--- config.mk ---
export PLATFORM = sky130hd
export DESIGN_NAME = fetch_prefetch_queue
export DESIGN_NICKNAME = d
export VERILOG_FILES = /design/src/rtl/fetch_prefetch_queue_pkg.sv /design/src/rtl/fetch_prefetch_queue_fifo.sv /design/src/rtl/fetch_prefetch_queue.sv
export SDC_FILE = /design/constraint.sdc
export NUM_CORES = 1
export LEC_CHECK = 0
export CORE_ASPECT_RATIO = 1.75
export CORE_MARGIN = 1
export CORE_UTILIZATION = 56
export DETAILED_ROUTE_END_ITERATION = 10
export PLACE_DENSITY = 0.8
export SLEW_MARGIN = 25
export SYNTH_ARGS = -nofsm -noshare
export SYNTH_HDL_FRONTEND = slang
export SYNTH_SLANG_ARGS = --single-unit
export TNS_END_PERCENT = 30
--- constraint.sdc ---
create_clock -name clk -period 6 [get_ports clk]
set_input_delay 1.2 -clock clk [delete_from_list [all_inputs] [get_ports clk]]
set_output_delay 1.2 -clock clk [all_outputs]
set_load 0.005 [all_outputs]
--- src/rtl/fetch_prefetch_queue_pkg.sv ---
// fetch_prefetch_queue_pkg: shared types and constants for the fetch stage and its prefetch FIFO
package fetch_prefetch_queue_pkg;

    // One buffered instruction together with the byte address it was fetched from
    typedef struct packed {
        logic [31:0] pc;
        logic [31:0] inst;
    } fq_entry_t;

    // Value presented on the instruction outputs whenever nothing is buffered
    localparam logic [31:0] NOP_INST = 32'h0000_0000;

    // Default byte increment between sequential fetches
    localparam int PC_STEP_DEF = 4;

endpackage

--- src/rtl/fetch_prefetch_queue_fifo.sv ---
// fetch_fifo: DEPTH-entry synchronous FIFO of fetch entries with push, pop and priority flush
module fetch_fifo
    import fetch_prefetch_queue_pkg::*;
#(
    parameter int DEPTH = 4
) (
    input  logic                     clk,
    input  logic                     rst_n,
    input  logic                     i_push,
    input  logic                     i_pop,
    input  logic                     i_flush,
    input  fq_entry_t                i_data,
    output fq_entry_t                o_head,
    output logic [$clog2(DEPTH):0]   o_count,
    output logic                     o_empty,
    output logic                     o_full
);

    localparam int AW = $clog2(DEPTH);

    fq_entry_t        r_mem [DEPTH];
    logic [AW-1:0]    r_head;
    logic [AW-1:0]    r_tail;
    logic [AW:0]      r_count;
    logic             w_push;
    logic             w_pop;

    // Flush overrides both push and pop; popping an empty FIFO is ignored so count never underflows
    assign w_push  = i_push && !i_flush;
    assign w_pop   = i_pop && !i_flush && (r_count != '0);
    assign o_head  = r_mem[r_head];
    assign o_count = r_count;
    assign o_empty = (r_count == '0);
    assign o_full  = (r_count == (AW+1)'(DEPTH));

    // Pointers wrap naturally modulo DEPTH; occupancy is tracked separately in r_count
    always_ff @(posedge clk or negedge rst_n) begin
        if (!rst_n) begin
            r_head  <= '0;
            r_tail  <= '0;
            r_count <= '0;
        end else if (i_flush) begin
            r_head  <= '0;
            r_tail  <= '0;
            r_count <= '0;
        end else begin
            if (w_push) r_tail <= r_tail + 1'b1;
            if (w_pop)  r_head <= r_head + 1'b1;
            r_count <= r_count + (AW+1)'(w_push) - (AW+1)'(w_pop);
        end
    end

    // Storage array carries no reset; the empty flag qualifies every read of the head
    always_ff @(posedge clk) begin
        if (w_push) r_mem[r_tail] <= i_data;
    end

endmodule

--- src/rtl/fetch_prefetch_queue.sv ---
// fetch_prefetch_queue: PC keeper issuing one-cycle-latency fetches into a prefetch FIFO drained by decode
module fetch_prefetch_queue
    import fetch_prefetch_queue_pkg::*;
#(
    parameter int          DEPTH    = 4,
    parameter logic [31:0] RESET_PC = 32'h0000_0000,
    parameter int          PC_STEP  = PC_STEP_DEF
) (
    input  logic                     clk,
    input  logic                     rst,
    output logic                     imem_req,
    output logic [31:0]              imem_addr,
    input  logic [31:0]              imem_rdata,
    input  logic                     exeOverride,
    input  logic [15:0]              exeData,
    input  logic                     halt,
    input  logic                     dec_ready,
    output logic                     inst_valid,
    output logic [31:0]              inst_out,
    output logic [31:0]              inst_pc,
    output logic [$clog2(DEPTH):0]   queue_count
);

    localparam int CW = $clog2(DEPTH) + 1;

    logic [31:0]    r_pc;
    logic           r_epoch;
    logic           r_halted;
    logic           r_inflight;
    logic [31:0]    r_if_pc;
    logic           r_if_epoch;

    fq_entry_t      w_head;
    fq_entry_t      w_push_data;
    logic [CW-1:0]  w_count;
    logic [CW-1:0]  w_occupancy;
    logic           w_empty;
    logic           w_full;
    logic           w_req;
    logic           w_push;
    logic           w_pop;

    // An outstanding fetch reserves a slot, so the response can never find the FIFO full
    assign w_occupancy = w_count + CW'(r_inflight);
    assign w_req       = !r_halted && !exeOverride && (w_occupancy < CW'(DEPTH));
    // Responses from before the latest redirect carry a stale epoch and are dropped
    assign w_push      = r_inflight && (r_if_epoch == r_epoch) && !exeOverride;
    assign w_pop       = inst_valid && dec_ready;
    assign w_push_data = '{pc: r_if_pc, inst: imem_rdata};

    assign imem_req    = rst && w_req;
    assign imem_addr   = r_pc;
    assign inst_valid  = !w_empty;
    assign inst_out    = w_empty ? NOP_INST : w_head.inst;
    assign inst_pc     = w_empty ? 32'h0 : w_head.pc;
    assign queue_count = w_count;

    fetch_fifo #(
        .DEPTH (DEPTH)
    ) u_fifo (
        .clk     (clk),
        .rst_n   (rst),
        .i_push  (w_push),
        .i_pop   (w_pop),
        .i_flush (exeOverride),
        .i_data  (w_push_data),
        .o_head  (w_head),
        .o_count (w_count),
        .o_empty (w_empty),
        .o_full  (w_full)
    );

    // PC advance, redirect/epoch bookkeeping, in-flight record and sticky halt
    always_ff @(posedge clk or negedge rst) begin
        if (!rst) begin
            r_pc       <= RESET_PC;
            r_epoch    <= 1'b0;
            r_halted   <= 1'b0;
            r_inflight <= 1'b0;
            r_if_pc    <= 32'h0;
            r_if_epoch <= 1'b0;
        end else begin
            r_halted   <= r_halted | halt;
            r_inflight <= w_req;
            if (w_req) begin
                r_if_pc    <= r_pc;
                r_if_epoch <= r_epoch;
            end
            if (exeOverride) begin
                r_pc    <= {16'h0, exeData};
                r_epoch <= ~r_epoch;
            end else if (w_req) begin
                r_pc <= r_pc + 32'(PC_STEP);
            end
        end
    end

    a_no_overflow: assert property (@(posedge clk) disable iff (!rst) !(w_push && w_full));

endmodule

Word level (Yosys, flattened, before mapping):

Memory sizes are Yosys's and may differ from the RTL's.
Cells that the tools add are included.

* flip-flop bits (word level): 75
* bits in writable memories: 256
* input bits: 53
* output and inout port bits: 101
* memories: 1

Memories
* u_fifo.r_mem: words 4, bits a word 64, rd ports 1, clocked after Yosys merged registers in 0, wr ports 1, RTL line fetch_prefetch_queue_fifo.sv:21 `fq_entry_t r_mem [DEPTH];`

* add/subtract/negate cells: 6
* magnitude comparators: 1
* equal/unequal tests: 1
* mux-type cells: 11
* bitwise operators: 2
* reduce and logical (&&, ||, !) cells: 17

Operators with widths (number)
* $mux 32: 4
* $add 32x3->32 const B: 1
* $logic_and 1x1->1: 9
* $mux 2: 4
* $add 3x1->3: 2
* $reduce_bool 2->1: 3
* $add 2x1->2 const B: 2
* $logic_not 1->1: 3
* $logic_not 3->1: 1
* $lt 3x3->1 const B: 1
* $mux 3: 1
* $reduce_bool 3->1: 1
* $sub 3x1->3: 1
* $mux 1: 2
* $eq 1x1->1: 1
* $not 1->1: 1
* $or 1x1->1: 1

Depth between registers and ports, before layout:

* word-level depth: 7
* mapped depth: 11
* mapped depth without buffers: 10

Modules after synthesis:

From an unflattened synthesis, not the netlist that was laid out.

* cells, all modules: 720
* area, all modules: 13252.7 µm²

Modules (own cells, without submodules)
* fetch_fifo: times used 1, cells each 379, area an instance 9736.8 µm², sequential area each 7862.5 µm²
* fetch_prefetch_queue: times used 1, cells each 341, area an instance 3515.9 µm², sequential area each 1701.6 µm²

Worst setup path after synthesis:

Ideal clock, no wire load.

* path type: input -> register
* from: in exeOverride
* to: mem u_fifo.r_mem[0][0] (netlist bit), enable pin
* setup time: 429 ps
* data arrival time: 3078 ps
* data required time: 5571 ps
* slack: 2493 ps
* cell stages on the path: 3
* path buffers: 1
* cell sequence: buf_2 > nor2_1 > and2_1

* word-level cells in the longest chain between the ends: 5

Ends and longest elaborated chain
* start, declared: RTL line fetch_prefetch_queue.sv:14 `input logic exeOverride,`
* $logic_not 1->1 (*): RTL line fetch_prefetch_queue_fifo.sv:29, fetch_prefetch_queue.sv:47
* $logic_and 1x1->1: RTL line fetch_prefetch_queue.sv:47 `assign w_push = r_inflight && (r_if_epoch == r_epoch) && !exeOverride;`
* $logic_and 1x1->1 (*): RTL line fetch_prefetch_queue_fifo.sv:29 `assign w_push = i_push && !i_flush;`
* $mux 1 (*): RTL line fetch_prefetch_queue_fifo.sv:55 `if (w_push) r_mem[r_tail] <= i_data;`
* $mux 1 (implied by the code) (*): RTL line fetch_prefetch_queue_fifo.sv:55
* end, declared: RTL line fetch_prefetch_queue_fifo.sv:21

Mark *: on every way between the ends. The rest lies on a longest branch, timed or not.

Worst setup path after layout:

* from: reg u_fifo.r_head[0]
* to: out inst_pc[6]

* word-level cells in the longest chain between the ends: 2

Ends and longest elaborated chain
* start, declared: RTL line fetch_prefetch_queue_fifo.sv:22 `logic [AW-1:0] r_head;`
* start signal, assigned: RTL line fetch_prefetch_queue_fifo.sv:48 `if (w_pop) r_head <= r_head + 1'b1;`
* $mem_v2 4x64
* $mux 32: RTL line fetch_prefetch_queue.sv:55 `assign inst_pc = w_empty ? 32'h0 : w_head.pc;`
* end, declared: RTL line fetch_prefetch_queue.sv:20 `output logic [31:0] inst_pc,`

Every way passes these cells.

==> metrics.md <==
| Metric | Value |
|---|---|
| Run status | `complete, no violations` |
| Crit-path max FO | `41` |
| Met1 usage | `26.51%` |
| Top cells by count, synth | `edfxtp_1, dfrtp_1, and2_1, mux4_2, mux2_2` |
| Number of synthesized flops with an enable pin | `256` |
| # setup viols final | `0` |
| GR Layer Usage met2 | `41.70%` |
| Clk slew on worst S/H paths | `approximately 0.060 ns` |
| Total setup buffers inserted after CTS | `0` |
| Async S/R FF share, synth | `22.66%` |
| Initial antenna violation count | `0` |
| # IOs | `~150` |
| Core Footprint | `22930 µm²` |
| Area grow syn2layout | `20.61%` |
| Combinational power share | `16.2%` |
| TritonRoute pass-1 iters | `4` |
| Worst path arrival time | `between 3 and 4 ns` |
| Cell count after synthesis | `720` |
| Post-CTS sizing | `0` |
| Multi-input logic area | `3423 µm²` |
| Hold WC Path Type | `reg2reg` |
| TritonCTS Sinks | `331` |
| Net Switching | `about 1.2 mW` |
| N_diodes | `0` |
| Post-layout minimum cycle time | `4.329 ns` |
| Cts bufs inserted | `28` |
| Slew HR | `between 30 and 40%` |
| FMAX | `231.0 MHz` |
| Global Route Usage Sum | `22.44%` |
| Final WL | `26040 µm` |
| Synthesized area | `13180 µm²` |
| Top post-synthesis cells by area | `edfxtp_1, dfrtp_1, mux4_2` |
| Share of the yosys chip area belonging to registers | `between 70 and 80%` |
| Primary FF master, synth | `edfxtp_1` |
| Gpl congestion | `0.8351` |
| Clk_skew | `0.007272 ns` |
| Worst setup margin | `approximately 1.7 ns` |
| Sw frac | `between 20% and 30%` |
| Final core occ | `69.35%` |
| GR Util met3 | `approximately 3%` |
| Clock share of power | `34.0%` |
| R2R setup slack | `3.25 ns` |
| Nets | `932` |
| Clk_lat worst skew | `0.53 ns` |
| Initial Util | `between 50% and 60%` |
| Std cell rows | `73` |
| Vias per inst | `5.839` |
| Hold_buf cts | `0` |
| H-Tree Depth | `1` |
| Total internal power | `4.061 mW` |
| Final setup TNS | `0 ns` |
| Number of hold violations in the final report | `0` |
| Busiest grt layer | `met2` |
| Vias in the first global route | `7665` |
| Wire per inst | `21.82 µm` |
| Vias | `6966` |
| DRT iter0 DRCs | `532` |
| Critical path class | `reg2out` |
| Worst Max-Slew Pin Slew | `1.017 ns` |
| Register bit total from synthesis | `331` |
| CP required | `4.80 ns` |
| Leading area contributor after synthesis | `edfxtp_1` |
| Yosys warning count | `0` |
| CP Capture Type | `output port` |
| VDD IR max | `0.2369 mV` |
| Power per Cell Area | `330.5 nW/µm²` |
| RSZ-0062 raised after global routing | `false` |
| Final Cycle Share | `72.15%` |
| Root Buffer | `clkbuf_16` |
| Share of the synthesized area in the top cell type | `58.31%` |
| FILL cells | `1441` |
| Most common cell in the netlist | `edfxtp_1` |
| Pin count of the biggest net entering global routing | `68` |
| Post-route ant nets | `0` |
| Syn_area_per_cell | `18.31 µm²` |
| Share of cells above drive strength 1 | `17.81%` |
| Pre-CTS setup slack | `between 1.5 and 2 ns` |
| Max_cap viols | `0` |
| Total Power Consumption | `5.255 mW` |
| Gr ovfl total | `0` |
| HPWL after detailed placement | `15690 µm` |
| Die W | `118.0 µm` |
| First-pass GRT wire length | `41570 µm` |
| Post-synth net total | `about 780` |
| Register area | `~9600 µm²` |
| CTS tree | `done` |
| Port bufs | `153` |
| Reg power frac | `49.8%` |
| DR DRC count | `0` |
| Max-slew violation count | `0` |
| Full die area | `24180 µm²` |
| Clk buf depth | `3` |
| Pleak | `5.449 nW` |
| Unique masters post-synth | `43` |
| Die height | `205.0 µm` |
| Setup crit start kind | `flop` |
-- registers in the layout, summed over array words and instances, names as in the netlist --
name / flops
u_fifo.r_tail: 2
u_fifo.o_count: 3
r_if_epoch: 1
u_fifo.r_head: 2
u_fifo.r_mem: 256
r_inflight: 1
r_halted: 1
r_epoch: 1
r_if_pc: 32
imem_addr: 32
-- path summary, 6_finish.rpt --
| path | from | to | depth (start not counted) |
|---|---|---|---|
| min reg2reg | r_epoch | r_epoch | 1 |
| min | r_epoch | r_epoch | 1 |
| max in group asynchronous | rst | u_fifo.r_head[0] | 2 |
| min in group asynchronous | rst | imem_addr[19] | 1 |
| max | u_fifo.r_head[0] | inst_pc[6] | 4 |
| max reg2reg | u_fifo.o_count[1] | u_fifo.o_count[2] | 10 |
-- layout by cell type (no fill, tap or decap), types with 2 or more instances in the layout --
cell type,count
mux2_2,35
a211oi_1,3
and3_1,2
and2_4,4
ha_1,7
a31oi_1,4
o31ai_1,10
clkinv_2,3
nor2_1,11
and4_1,3
mux2i_1,7
buf_4,7
edfxtp_1,256
nor4_1,4
xor2_1,4
mux4_2,64
inv_1,10
and2_1,66
or4_1,13
xnor2_1,11
clkbuf_8,5
clkinv_1,4
or3_1,3
a2111oi_0,4
nand3_1,12
a21oi_1,13
dfrtp_4,2
o21ai_0,13
or2_2,2
clkbuf_16,30
dfrtp_1,73
clkbuf_1,8
nand2_1,28
clkdlybuf4s50_1,152
nand4_1,6
-- power by group through the flow --
stage	logic [mW]	clock network (mW)	registers [mW]
after detailed placement	0.867	0	2.67
after global placement	0.849	0	2.66
after global routing	0.918	1.90	2.63
final	0.851	1.79	2.62
after floorplan	0.485	0	2.59
after CTS	0.870	1.82	2.62
-- per-stage QoR --
stage / hold slack (ns) / std cells / area [µm²]
floorplan: 0.4724 / 720 / 13180
global placement: 0.4838 / 1141 / 14980
detailed placement: 0.5000 / 1141 / 14980
CTS: 0.5079 / 1193 / 15900
global route: 0.5133 / 1193 / 15900
finish: 0.5112 / 1193 / 15900
-- area by class of cell --
cell class | instances | area share, %
clock buffers | 43 | 5.344
clock inverters | 9 | 0.4250
inverters | 10 | 0.2361
multi-input cells | 341 | 21.53
flip-flops and latches | 331 | 60.20
well taps | 300 | 2.361
repair buffers | 159 | 9.900
-- per-layer routing --
metal | wire (µm) | share of wire, %
met1 | 9854 | 38
met2 | 14210 | 55
met3 | 1225 | 4.7
met4 | 743 | 2.9
met5 | 0 | 0
-- critical path, cell delays in order (launching register included) --
cell and delay [ns]:
dfrtp_4 0.97, buf_4 0.42, mux4_2 0.56, and2_1 0.18, clkdlybuf4s50_1 0.45
-- cells by family after synthesis --
logic type / count (synthesis) / synth area share, %
buffers and inverters: 48 / 1.595
xor gates and xnor gates: 15 / 0.9965
and+or+nand+nor: 162 / 7.223
muxes: 106 / 14.46
DFF: 331 / 72.55
AOI/OAI and AO/OA: 50 / 2.363
adders and majority gates: 8 / 0.8162
(Power assumes the default switching activity.)
